`src/rtl/id_ex_reg_pkg.sv`:
```
// -----------------------------------------------------------------------------
// id_ex_reg_pkg
// Shared definitions for the ID/EX boundary of the 5-stage RV32I core.
// The main decoder and the ID/EX register both use ctrl_t, so a pipeline
// bubble is just the CTRL_NOP constant.
// -----------------------------------------------------------------------------
package id_ex_reg_pkg;

  localparam int XLEN    = 32;
  localparam int RADDR_W = 5;
  localparam int FUNCT_W = 10;  // {funct7, funct3}

  // Writeback source select (MemtoReg)
  localparam logic [1:0] WB_ALU = 2'd0;
  localparam logic [1:0] WB_MEM = 2'd1;
  localparam logic [1:0] WB_PC4 = 2'd2;

  // ALU operation class (ALUOp)
  localparam logic [1:0] ALUOP_ADD = 2'b00;
  localparam logic [1:0] ALUOP_SUB = 2'b01;
  localparam logic [1:0] ALUOP_R   = 2'b10;
  localparam logic [1:0] ALUOP_I   = 2'b11;

  // Decoder control word, carried unchanged from ID into EX.
  typedef struct packed {
    logic       reg_write;
    logic       mem_read;
    logic       mem_write;
    logic       alu_src;
    logic       branch;
    logic       jump;
    logic [1:0] mem_to_reg;
    logic [1:0] alu_op;
  } ctrl_t;

  localparam ctrl_t CTRL_NOP = '0;

endpackage

```
`src/rtl/load_use_detect.sv`:
```
// -----------------------------------------------------------------------------
// load_use_detect
// Combinational load-use hazard term. Raised when the instruction in EX is a
// valid load writing a non-zero register that the valid instruction in ID
// names as rs1 or rs2. Both source fields are compared whatever the format,
// which can produce a harmless extra bubble but never misses a real hazard.
//
// Ports:
//   id_valid       ID holds a real instruction
//   ex_valid       EX holds a real instruction
//   ex_mem_read    EX instruction reads memory (load)
//   ex_reg_write   EX instruction writes the register file
//   ex_rd          EX destination register
//   id_rs1/id_rs2  ID source registers
//   haz            load-use hazard present
// -----------------------------------------------------------------------------
module load_use_detect
  import id_ex_reg_pkg::*;
#(
  parameter int RADDR_W = id_ex_reg_pkg::RADDR_W
) (
  input  logic               id_valid,
  input  logic               ex_valid,
  input  logic               ex_mem_read,
  input  logic               ex_reg_write,
  input  logic [RADDR_W-1:0] ex_rd,
  input  logic [RADDR_W-1:0] id_rs1,
  input  logic [RADDR_W-1:0] id_rs2,
  output logic               haz
);

  logic ex_is_load;
  logic rd_match;

  // A load to x0 writes nothing, so it can never be a producer.
  assign ex_is_load = ex_valid & ex_mem_read & ex_reg_write & (ex_rd != '0);
  assign rd_match   = (ex_rd == id_rs1) | (ex_rd == id_rs2);
  assign haz        = id_valid & ex_is_load & rd_match;

endmodule

```
`src/rtl/id_ex_reg.sv`:
```
// -----------------------------------------------------------------------------
// id_ex_reg
// ID/EX pipeline register of the RV32I core. Captures the decoder control
// word, operands, immediate, PC and register indices at the end of ID and
// presents them to EX one cycle later. Inserts a single bubble on a load-use
// hazard (and asks the front end to hold), inserts a bubble on a taken
// branch/jump flush, freezes completely on stall_i, and keeps a saturating
// count of load-use bubbles.
//
// Ports:
//   clk_i, rst_i               clock, synchronous active-high reset
//   stall_i                    global freeze, everything holds
//   flush_i                    EX redirect, ID instruction discarded
//   id_valid_i                 ID holds a real instruction
//   *_i control/data           decoder outputs and ID operands
//   *_o control/data           registered copies for EX
//   valid_o                    EX holds a real instruction
//   load_use_stall_o           combinational, hold PC and IF/ID this cycle
//   bubble_cnt_o               saturating count of load-use bubbles
// -----------------------------------------------------------------------------
module id_ex_reg
  import id_ex_reg_pkg::*;
#(
  parameter int XLEN    = id_ex_reg_pkg::XLEN,
  parameter int RADDR_W = id_ex_reg_pkg::RADDR_W,
  parameter int CNT_W   = 16
) (
  input  logic               clk_i,
  input  logic               rst_i,
  input  logic               stall_i,
  input  logic               flush_i,
  input  logic               id_valid_i,
  input  logic               RegWrite_i,
  input  logic               MemRead_i,
  input  logic               MemWrite_i,
  input  logic               ALUSrc_i,
  input  logic               Branch_i,
  input  logic               jump_i,
  input  logic [1:0]         MemtoReg_i,
  input  logic [1:0]         ALUOp_i,
  input  logic [XLEN-1:0]    pc_i,
  input  logic [XLEN-1:0]    rs1_data_i,
  input  logic [XLEN-1:0]    rs2_data_i,
  input  logic [XLEN-1:0]    imm_i,
  input  logic [RADDR_W-1:0] rs1_addr_i,
  input  logic [RADDR_W-1:0] rs2_addr_i,
  input  logic [RADDR_W-1:0] rd_addr_i,
  input  logic [9:0]         funct_i,
  output logic               RegWrite_o,
  output logic               MemRead_o,
  output logic               MemWrite_o,
  output logic               ALUSrc_o,
  output logic               Branch_o,
  output logic               jump_o,
  output logic [1:0]         MemtoReg_o,
  output logic [1:0]         ALUOp_o,
  output logic [XLEN-1:0]    pc_o,
  output logic [XLEN-1:0]    rs1_data_o,
  output logic [XLEN-1:0]    rs2_data_o,
  output logic [XLEN-1:0]    imm_o,
  output logic [RADDR_W-1:0] rs1_addr_o,
  output logic [RADDR_W-1:0] rs2_addr_o,
  output logic [RADDR_W-1:0] rd_addr_o,
  output logic [9:0]         funct_o,
  output logic               valid_o,
  output logic               load_use_stall_o,
  output logic [CNT_W-1:0]   bubble_cnt_o
);

  localparam logic [CNT_W-1:0] CNT_MAX = '1;

  ctrl_t              ctrl_d;
  ctrl_t              ctrl_q;
  logic               valid_q;
  logic [XLEN-1:0]    pc_q;
  logic [XLEN-1:0]    rs1_data_q;
  logic [XLEN-1:0]    rs2_data_q;
  logic [XLEN-1:0]    imm_q;
  logic [RADDR_W-1:0] rs1_addr_q;
  logic [RADDR_W-1:0] rs2_addr_q;
  logic [RADDR_W-1:0] rd_addr_q;
  logic [9:0]         funct_q;
  logic [CNT_W-1:0]   bubble_cnt_q;
  logic               haz;

  assign ctrl_d = '{
    reg_write:  RegWrite_i,
    mem_read:   MemRead_i,
    mem_write:  MemWrite_i,
    alu_src:    ALUSrc_i,
    branch:     Branch_i,
    jump:       jump_i,
    mem_to_reg: MemtoReg_i,
    alu_op:     ALUOp_i
  };

  load_use_detect #(
    .RADDR_W (RADDR_W)
  ) u_load_use_detect (
    .id_valid     (id_valid_i),
    .ex_valid     (valid_q),
    .ex_mem_read  (ctrl_q.mem_read),
    .ex_reg_write (ctrl_q.reg_write),
    .ex_rd        (rd_addr_q),
    .id_rs1       (rs1_addr_i),
    .id_rs2       (rs2_addr_i),
    .haz          (haz)
  );

  // A flush already discards the ID instruction, so there is nothing to hold.
  // stall_i is deliberately not folded in: the front end combines the two.
  assign load_use_stall_o = haz & ~flush_i;

  // NOTE: sequential state is written with non-blocking assignments so every
  // register samples the pre-edge values; the hold on stall_i is simply an
  // unassigned branch, which in a clocked block is a flop enable, not a latch.
  always_ff @(posedge clk_i) begin
    if (rst_i) begin
      // NOTE: this is a handful of flops, not a memory, so the whole register
      // and the counter are cleared; EX must never see stale content.
      ctrl_q       <= CTRL_NOP;
      valid_q      <= 1'b0;
      pc_q         <= '0;
      rs1_data_q   <= '0;
      rs2_data_q   <= '0;
      imm_q        <= '0;
      rs1_addr_q   <= '0;
      rs2_addr_q   <= '0;
      rd_addr_q    <= '0;
      funct_q      <= '0;
      bubble_cnt_q <= '0;
    end else if (!stall_i) begin
      if (flush_i || haz) begin
        ctrl_q     <= CTRL_NOP;
        valid_q    <= 1'b0;
        pc_q       <= '0;
        rs1_data_q <= '0;
        rs2_data_q <= '0;
        imm_q      <= '0;
        rs1_addr_q <= '0;
        rs2_addr_q <= '0;
        rd_addr_q  <= '0;
        funct_q    <= '0;
        // Only load-use bubbles are counted, and the count never wraps.
        if (!flush_i && bubble_cnt_q != CNT_MAX) begin
          bubble_cnt_q <= bubble_cnt_q + CNT_W'(1);
        end
      end else begin
        // Fields load even when id_valid_i is low; valid_q alone qualifies them.
        ctrl_q     <= ctrl_d;
        valid_q    <= id_valid_i;
        pc_q       <= pc_i;
        rs1_data_q <= rs1_data_i;
        rs2_data_q <= rs2_data_i;
        imm_q      <= imm_i;
        rs1_addr_q <= rs1_addr_i;
        rs2_addr_q <= rs2_addr_i;
        rd_addr_q  <= rd_addr_i;
        funct_q    <= funct_i;
      end
    end
  end

  assign RegWrite_o   = ctrl_q.reg_write;
  assign MemRead_o    = ctrl_q.mem_read;
  assign MemWrite_o   = ctrl_q.mem_write;
  assign ALUSrc_o     = ctrl_q.alu_src;
  assign Branch_o     = ctrl_q.branch;
  assign jump_o       = ctrl_q.jump;
  assign MemtoReg_o   = ctrl_q.mem_to_reg;
  assign ALUOp_o      = ctrl_q.alu_op;
  assign valid_o      = valid_q;
  assign pc_o         = pc_q;
  assign rs1_data_o   = rs1_data_q;
  assign rs2_data_o   = rs2_data_q;
  assign imm_o        = imm_q;
  assign rs1_addr_o   = rs1_addr_q;
  assign rs2_addr_o   = rs2_addr_q;
  assign rd_addr_o    = rd_addr_q;
  assign funct_o      = funct_q;
  assign bubble_cnt_o = bubble_cnt_q;

endmodule

```
`config.mk`:
```
export PLATFORM = sky130hd
export DESIGN_NAME = id_ex_reg
export DESIGN_NICKNAME = d
export VERILOG_FILES = /design/src/rtl/id_ex_reg_pkg.sv /design/src/rtl/load_use_detect.sv /design/src/rtl/id_ex_reg.sv
export SDC_FILE = /design/constraint.sdc
export NUM_CORES = 1
export LEC_CHECK = 0
export ABC_AREA = 1
export CELL_PAD_IN_SITES_DETAIL_PLACEMENT = 2
export CELL_PAD_IN_SITES_GLOBAL_PLACEMENT = 2
export CORE_AREA = 2 2 181 183
export CTS_BUF_LIST = sky130_fd_sc_hd__clkbuf_2
export DETAILED_ROUTE_END_ITERATION = 7
export DIE_AREA = 0 0 183 185
export HOLD_SLACK_MARGIN = 0.08
export PLACE_DENSITY_LB_ADDON = 0.1
export SYNTH_ARGS = -nofsm -noshare
export SYNTH_HDL_FRONTEND = slang
export SYNTH_SLANG_ARGS = --single-unit
export TNS_END_PERCENT = 30
```
`constraint.sdc`:
```
create_clock -name clk_i -period 2.9 [get_ports clk_i]
set_input_delay 0.29 -clock clk_i [delete_from_list [all_inputs] [get_ports clk_i]]
set_output_delay 0.29 -clock clk_i [all_outputs]
set_load 0.005 [all_outputs]
```
==> metrics.cfg <==
[timing]
finalWorstSetupSlack_ns = 0.296
drv_slew = 0
relSlewSlack = 0.375
whs_ns = 0.256
max_slew.worst_pin.slew_ns = 0.937
final.setup.tns_ns = 0
fin_crit_sh = 0.898
finalSetupViolations = 0
hold_viol = 0
max_freq_mhz = 384
period_needed_ns = 2.60
fin_skew_ns = 0.0346
rsz0062_at_grt = false

[global_route]
grt_pass1_wl_mm = 53.8
grt_max_degree = 165
grt_use_total = 0.204
grt_pass1_vias = 9373
grt_overflow = 0
antenna_found_initial = 2

[layout]
final_nets = 1575
syn_to_final_growth_pct = 66.5
final_area_mm2 = 0.0142
drive_gt1_frac = 0.239

[hold_path]
hold_path.startpoint = flush_i
worstHoldEndpoint = bubble_cnt_o[6]
hold_path_class = in -> reg
min_path_cells = 4

[power]
power_density_mw_per_mm2 = 366
vdd_ir_drop_max_mv = 0.185
combPwrFrac = 0.217
p_leak_nw = 4.82
intPower_mw = 3.68
p_sw_frac = 0.293
clkPwrFrac = 0.279
switchingPower_mw = 1.52
power_frac_seq = 0.504

[worst_setup_path]
rrSetupSlack_ns = 0.40
r2r-end = pc_o[30]
critical_path_class = in -> reg
crit_chain = dlygate4sd3_1 > clkdlybuf4s50_1 > nor2_1 > nor2_1 > nor2_2 > nand3_2 > nand2_4 > nand2_2 > nand2_4 > inv_8 > buf_4 > nand3_2 > a21oi_2 > dlygate4sd3_1
cp_slowest_cell = dlygate4sd3_1
reg2reg_from = rd_addr_o[0]
max_stage_delay_ns = 0.61
cp.required_ns = 3.68
arrival_ns = 3.39
start_kind = input pin
path_max_fanout = 41
worstSetupEndpointType = register
r2r_cells = 12

[clock_network]
cts-root-buf = clkbuf_2
clk_latency_ns = 0.84
clock_path_buffers = 2
cts_setup_buffers = 0
cts_max_level = 4
cts.sinks = 180
cts.clk_slew.worst_paths_ns = 0.27
cts_tree = yes
cts_buffers = 17

[logic_synthesis]
synth_fp_nets = 1088
yosys_warnings = 0
syn_area_per_cell_um2 = 9.27
ys_ff_latch = 180
ys_async_sr_fraction = 0
synth-edff-count = 0
syn-cell-area_mm2 = 0.00852
synthFlopType = dfxtp_1
synth_cell_types = 30
syn_inst = 919
ys_seq_area_frac = 0.423

[floorplan]
num_io_pins = 349
die_w_um = 183
start_util = 0.266
die_area_mm2 = 0.0339
row_count = 66
core-area_mm2 = 0.0320
die_y_um = 185

[placed_design]
hpwlAfterDp_mm = 21.4
dpl-instance-area_mm2 = 0.0120
port_buffers = 348
dp_slack_ns = 0.437
place_congestion = 0.687

[status]
outcome = finished clean

[detailed_routing]
wl_per_cell_um = 19.2
routed_wl_mm = 35.1
via_per_inst = 4.62
vias = 8453
ant_nets = 0
first_iter_violations = 275
remaining_drc_errors = 0
dr.pass1.iters = 4

[job]
drv_cap = 0

[layer usage]
metal	share of wire	vias to the layer above	GRT usage
met1	0.43	4171	0.247
met4	0.017	0	0.0598
met2	0.51	214	0.362
li1	-	4038	-
met5	0	-	0
met3	0.045	30	0.0466
[cell type report]
class	count	area, um2
well taps	408	510
repair buffers	544	5510
fillers	3446	17900
clock inverters	14	161
clock buffers	18	90.1
flip-flops and latches	180	3620
multi-input cells	633	4160
inverters	30	128
diodes	2	5.00
[worst max-delay path by stage]
stage,slack (ns),startpoint,endpoint
floorplan,1.23,bubble_cnt_o[0],bubble_cnt_o[1]
global route,0.19,rd_addr_o[0],pc_o[30]
CTS,0.007,rd_addr_o[0],load_use_stall_o
finish,0.30,rs1_addr_i[0],pc_o[30]
detailed placement,0.44,rs2_addr_i[2],bubble_cnt_o[15]
global placement,0.54,rs1_addr_i[1],load_use_stall_o
[cells in the final DEF (no fill, tap or decap), drive strengths merged]
master	Yosys	final
clkdlybuf4s50	0	345
nand2	218	218
dlygate4sd3	0	184
nand3	184	184
dfxtp	180	180
a21oi	178	178
nor2	33	33
inv	30	31
clkbuf	26	19
buf	43	13
clkinv	0	6
nand4	5	5
nor3	4	4
clkinvlp	0	4
xor2	3	3
bufinv	0	3
diode	0	2
xnor2	2	2
nor4	2	2
and3	1	1
a31oi	1	1
o21ai	1	1
ha	1	1
dlymetal6s2s	0	1
[sequential cells by signal (all words and copies together), names as in the netlist, 2 cells and up]
register / count
imm_o: 32
pc_o: 32
rs1_data_o: 32
rs2_data_o: 32
bubble_cnt_o: 16
funct_o: 10
rd_addr_o: 5
rs1_addr_o: 5
rs2_addr_o: 5
ALUOp_o: 2
MemtoReg_o: 2
[Yosys cell counts (3+ instances only)]
cell / n / area, um2
nand2_1: 214 / 803
dfxtp_1: 180 / 3600
nand3_2: 144 / 1440
a21oi_2: 131 / 1150
a21oi_1: 47 / 235
nand3_1: 40 / 200
nor2_1: 31 / 116
clkbuf_1: 26 / 97.6
inv_1: 25 / 93.8
buf_6: 17 / 191
buf_12: 11 / 220
buf_2: 10 / 50.1
dlygate4sd1_1: 7 / 61.3
nand4_1: 5 / 31.3
inv_2: 4 / 15.0
nor3_1: 4 / 20.0
nand2_2: 3 / 18.8
xor2_1: 3 / 26.3
[power by group through the flow]
stage          registers (mW)  clock network, mW  logic [mW]
6_report                 2.62               1.45        1.13
5_1_grt                  2.63               1.63        1.21
4_1_cts                  2.62               1.53        1.13
3_5_place_dp             2.66                  0       0.917
3_3_place_gp             2.66                  0       0.910
2_1_floorplan            2.67                  0       0.416
[worst max-delay path, delay by kind of cell]
| family | cells | cell delay [ns] |
|---|---|---|
| AND/OR/NAND/NOR | 8 | 0.67 |
| buffers and inverters | 5 | 2.26 |
| AO/OA/AOI/OAI | 1 | 0.14 |
[what timing repair did]
action	4_1_cts	5_1_grt
setup endpoints to repair	1	1
hold endpoints to repair	171	0
gates resized for setup	13	1
hold buffers	184	0
pin swaps	2	0
[through the flow]
stage,cells,utilization,power (mW)
final,1829,0.443,5.20
after global routing,1829,0.443,5.48
after CTS,1827,0.442,5.28
after detailed placement,1611,0.376,3.58
after global placement,1611,0.376,3.57
after floorplan,919,-,3.08
[cells by family (layout without fill, tap and decap cells)]
group / Yosys count / count (layout) / synth area share
buffers and inverters: 106 / 606 / 0.0917
AND/OR/NAND/NOR: 447 / 447 / 0.315
AO/OA/AOI/OAI: 180 / 180 / 0.164
flip-flops: 180 / 180 / 0.423
XOR/XNOR: 5 / 5 / 0.00514
adder cells (fa/ha/maj): 1 / 1 / 0.00147
other: 0 / 2 / 0
Note: power is estimated with default switching activity, not from simulation.
==> patch (config.mk and constraints unchanged) <==
Change the parameter `CNT_W` from 16 to 32.
--- a/src/rtl/id_ex_reg.sv
+++ b/src/rtl/id_ex_reg.sv
@@ -23,7 +23,7 @@
 #(
   parameter int XLEN    = id_ex_reg_pkg::XLEN,
   parameter int RADDR_W = id_ex_reg_pkg::RADDR_W,
-  parameter int CNT_W   = 16
+  parameter int CNT_W   = 32
 ) (
   input  logic               clk_i,
   input  logic               rst_i,
Ports: changed (resized bubble_cnt_o); port bits go from 349 to 365. The function was not compared with the original's and may differ.
==> patch against the unedited design <==
Setup slack better by 0.0033 ns; wire length is 5.8% higher; total power hardly changed; combinational power is 13% lower; sequential cell count is 16 higher; area after synthesis is 8.1% lower; sequential power is 8.4% higher; design area is 3.4% lower; critical path type unchanged; largest power group unchanged.
==> patch: results (changes against the unedited design) <==
Drt
  • DRT iter0 DRCs: 328 (+19%)
  • Vias/cell: 4.736 (+2.5%)
  • Wire per inst: 18.91 um (-1.4%)
  • Post-Route WL: 37,100 um (+5.8%)

Place
  • RePlAce Congestion: 0.7241 (+5.4%)
  • Placed Cells: 1,759 (+9.2%)

Logic synthesis
  • Sequential share of the synthesized area: 0.5011 (+0.07809)
  • Synthesized Nets: 1,226 (+13%)
  • Syn avg cell area: 7.408 um2 (-20%)
  • Synth cell types: 24 (-20%)
  • Commonest cells in the netlist: nand2_1 (250), nand3_1 (209), dfxtp_1 (196)
  • Top post-synthesis cells by area: dfxtp_1 (50%), nand3_1 (13%), a21oi_1 (12%)

Setup path
  • Critical path's largest stage delay: 0.56 ns (-0.05 ns)
  • Reg2Reg Depth: 11 (-1)
  • Crit Path Max Fanout: 33 (-20%)

Final layout
  • Share of layout cells above drive strength 1: 0.03871 (-0.2002)
  • Fillers: 3,572 (+3.7%)

STA
  • Slew Limit Headroom: 0.4931 (+0.1177)
  • Final Skew: 0.02994 ns (-0.004699 ns)

GRT
  • Vias in the first global route: 10,160 (+8.4%)
  • Met2 usage: 0.3826 (+0.02045)
  • Met1 Use GR: 0.2365 (-0.01021)
  • First-pass GRT wire length: 56,810 um (+5.5%)
  • All-Layer GR Usage: 0.2161 (+0.01182)
  • Initial antenna violation count: 5 (+3)
  • Met3 track demand over resource: 0.07511 (+0.02851)

Status
  • Status: finished clean

CTS
  • Clk_lat worst skew: 0.86 ns (+0.02 ns)

Hold path
  • WHS Path Cells: 3 (-1)

Power
  • Sw Pwr: 1.447 mW (-4.8%)
patch: area by class of cell:
type | instances | share of cell area
Clock inverter | 12 | 0.008400
Timing Repair Buffer | 544 | 0.4017
Sequential cell | 196 | 0.2875
Tap cell | 408 | 0.03725
Multi-Input combinational cell | 741 | 0.2464
Antenna cell | 4 | 0.0007305
Inverter | 39 | 0.01141
Clock buffer | 18 | 0.006574
patch: kinds of logic (layout without fill, tap and decap cells):
group           after synthesis  after routing  share of synthesized area
simple gates                540            540                     0.2977
compound gates              197            197                     0.1264
flops                       196            196                     0.5011
buf+inv                     120            613                    0.06983
xor+xnor                      3              3                   0.003356
fa+ha+maj                     1              1                   0.001598
other cells                   0              4                          0
patch: metrics by stage:
step                      setup WS [ns]  cell area (um2)  utilization
after global routing            0.03996            13700       0.4277
after floorplan                   1.134             7830            -
after global placement           0.4275            11760       0.3670
after CTS                      0.003119            13690       0.4271
final                            0.2992            13700       0.4277
after detailed placement         0.3684            11760       0.3670
patch: power groups by stage:
stage / clock network (mW) / logic, mW / registers, mW
2_1_floorplan: 0 / 0.263 / 2.89
6_report: 1.37 / 0.987 / 2.84
3_5_place_dp: 0 / 0.789 / 2.89
4_1_cts: 1.44 / 0.985 / 2.84
3_3_place_gp: 0 / 0.781 / 2.88
5_1_grt: 1.56 / 1.07 / 2.86
patch: worst max-delay path, delay by kind of cell:
kind	cells	cell delay, ns
buffers and inverters	6	2.17
AND/OR/NAND/NOR	8	0.79
AO/OA/AOI/OAI	1	0.17
patch: path summary, 6_finish.rpt:
kind	start	end	slack, ns
max	rs1_addr_i[0]	imm_o[19]	0.30
min	rst_i	rd_addr_o[4]	0.40
max reg2reg	rd_addr_o[4]	imm_o[19]	0.33
min reg2reg	pc_o[16]	pc_o[16]	0.48
patch: layer usage:
layer / vias up / wire, um
met3: 63 / 2414
li1: 4472 / -
met4: 2 / 1348
met1: 4516 / 14670
met5: - / 12
met2: 240 / 18660
patch: repair_timing:
item,4_1_cts,5_1_grt
pin swaps,2,3
resized for setup,12,3
endpoints found under the hold margin,167,0
setup endpoints to repair,1,2
hold buffers,168,0
buffers inserted,1,0
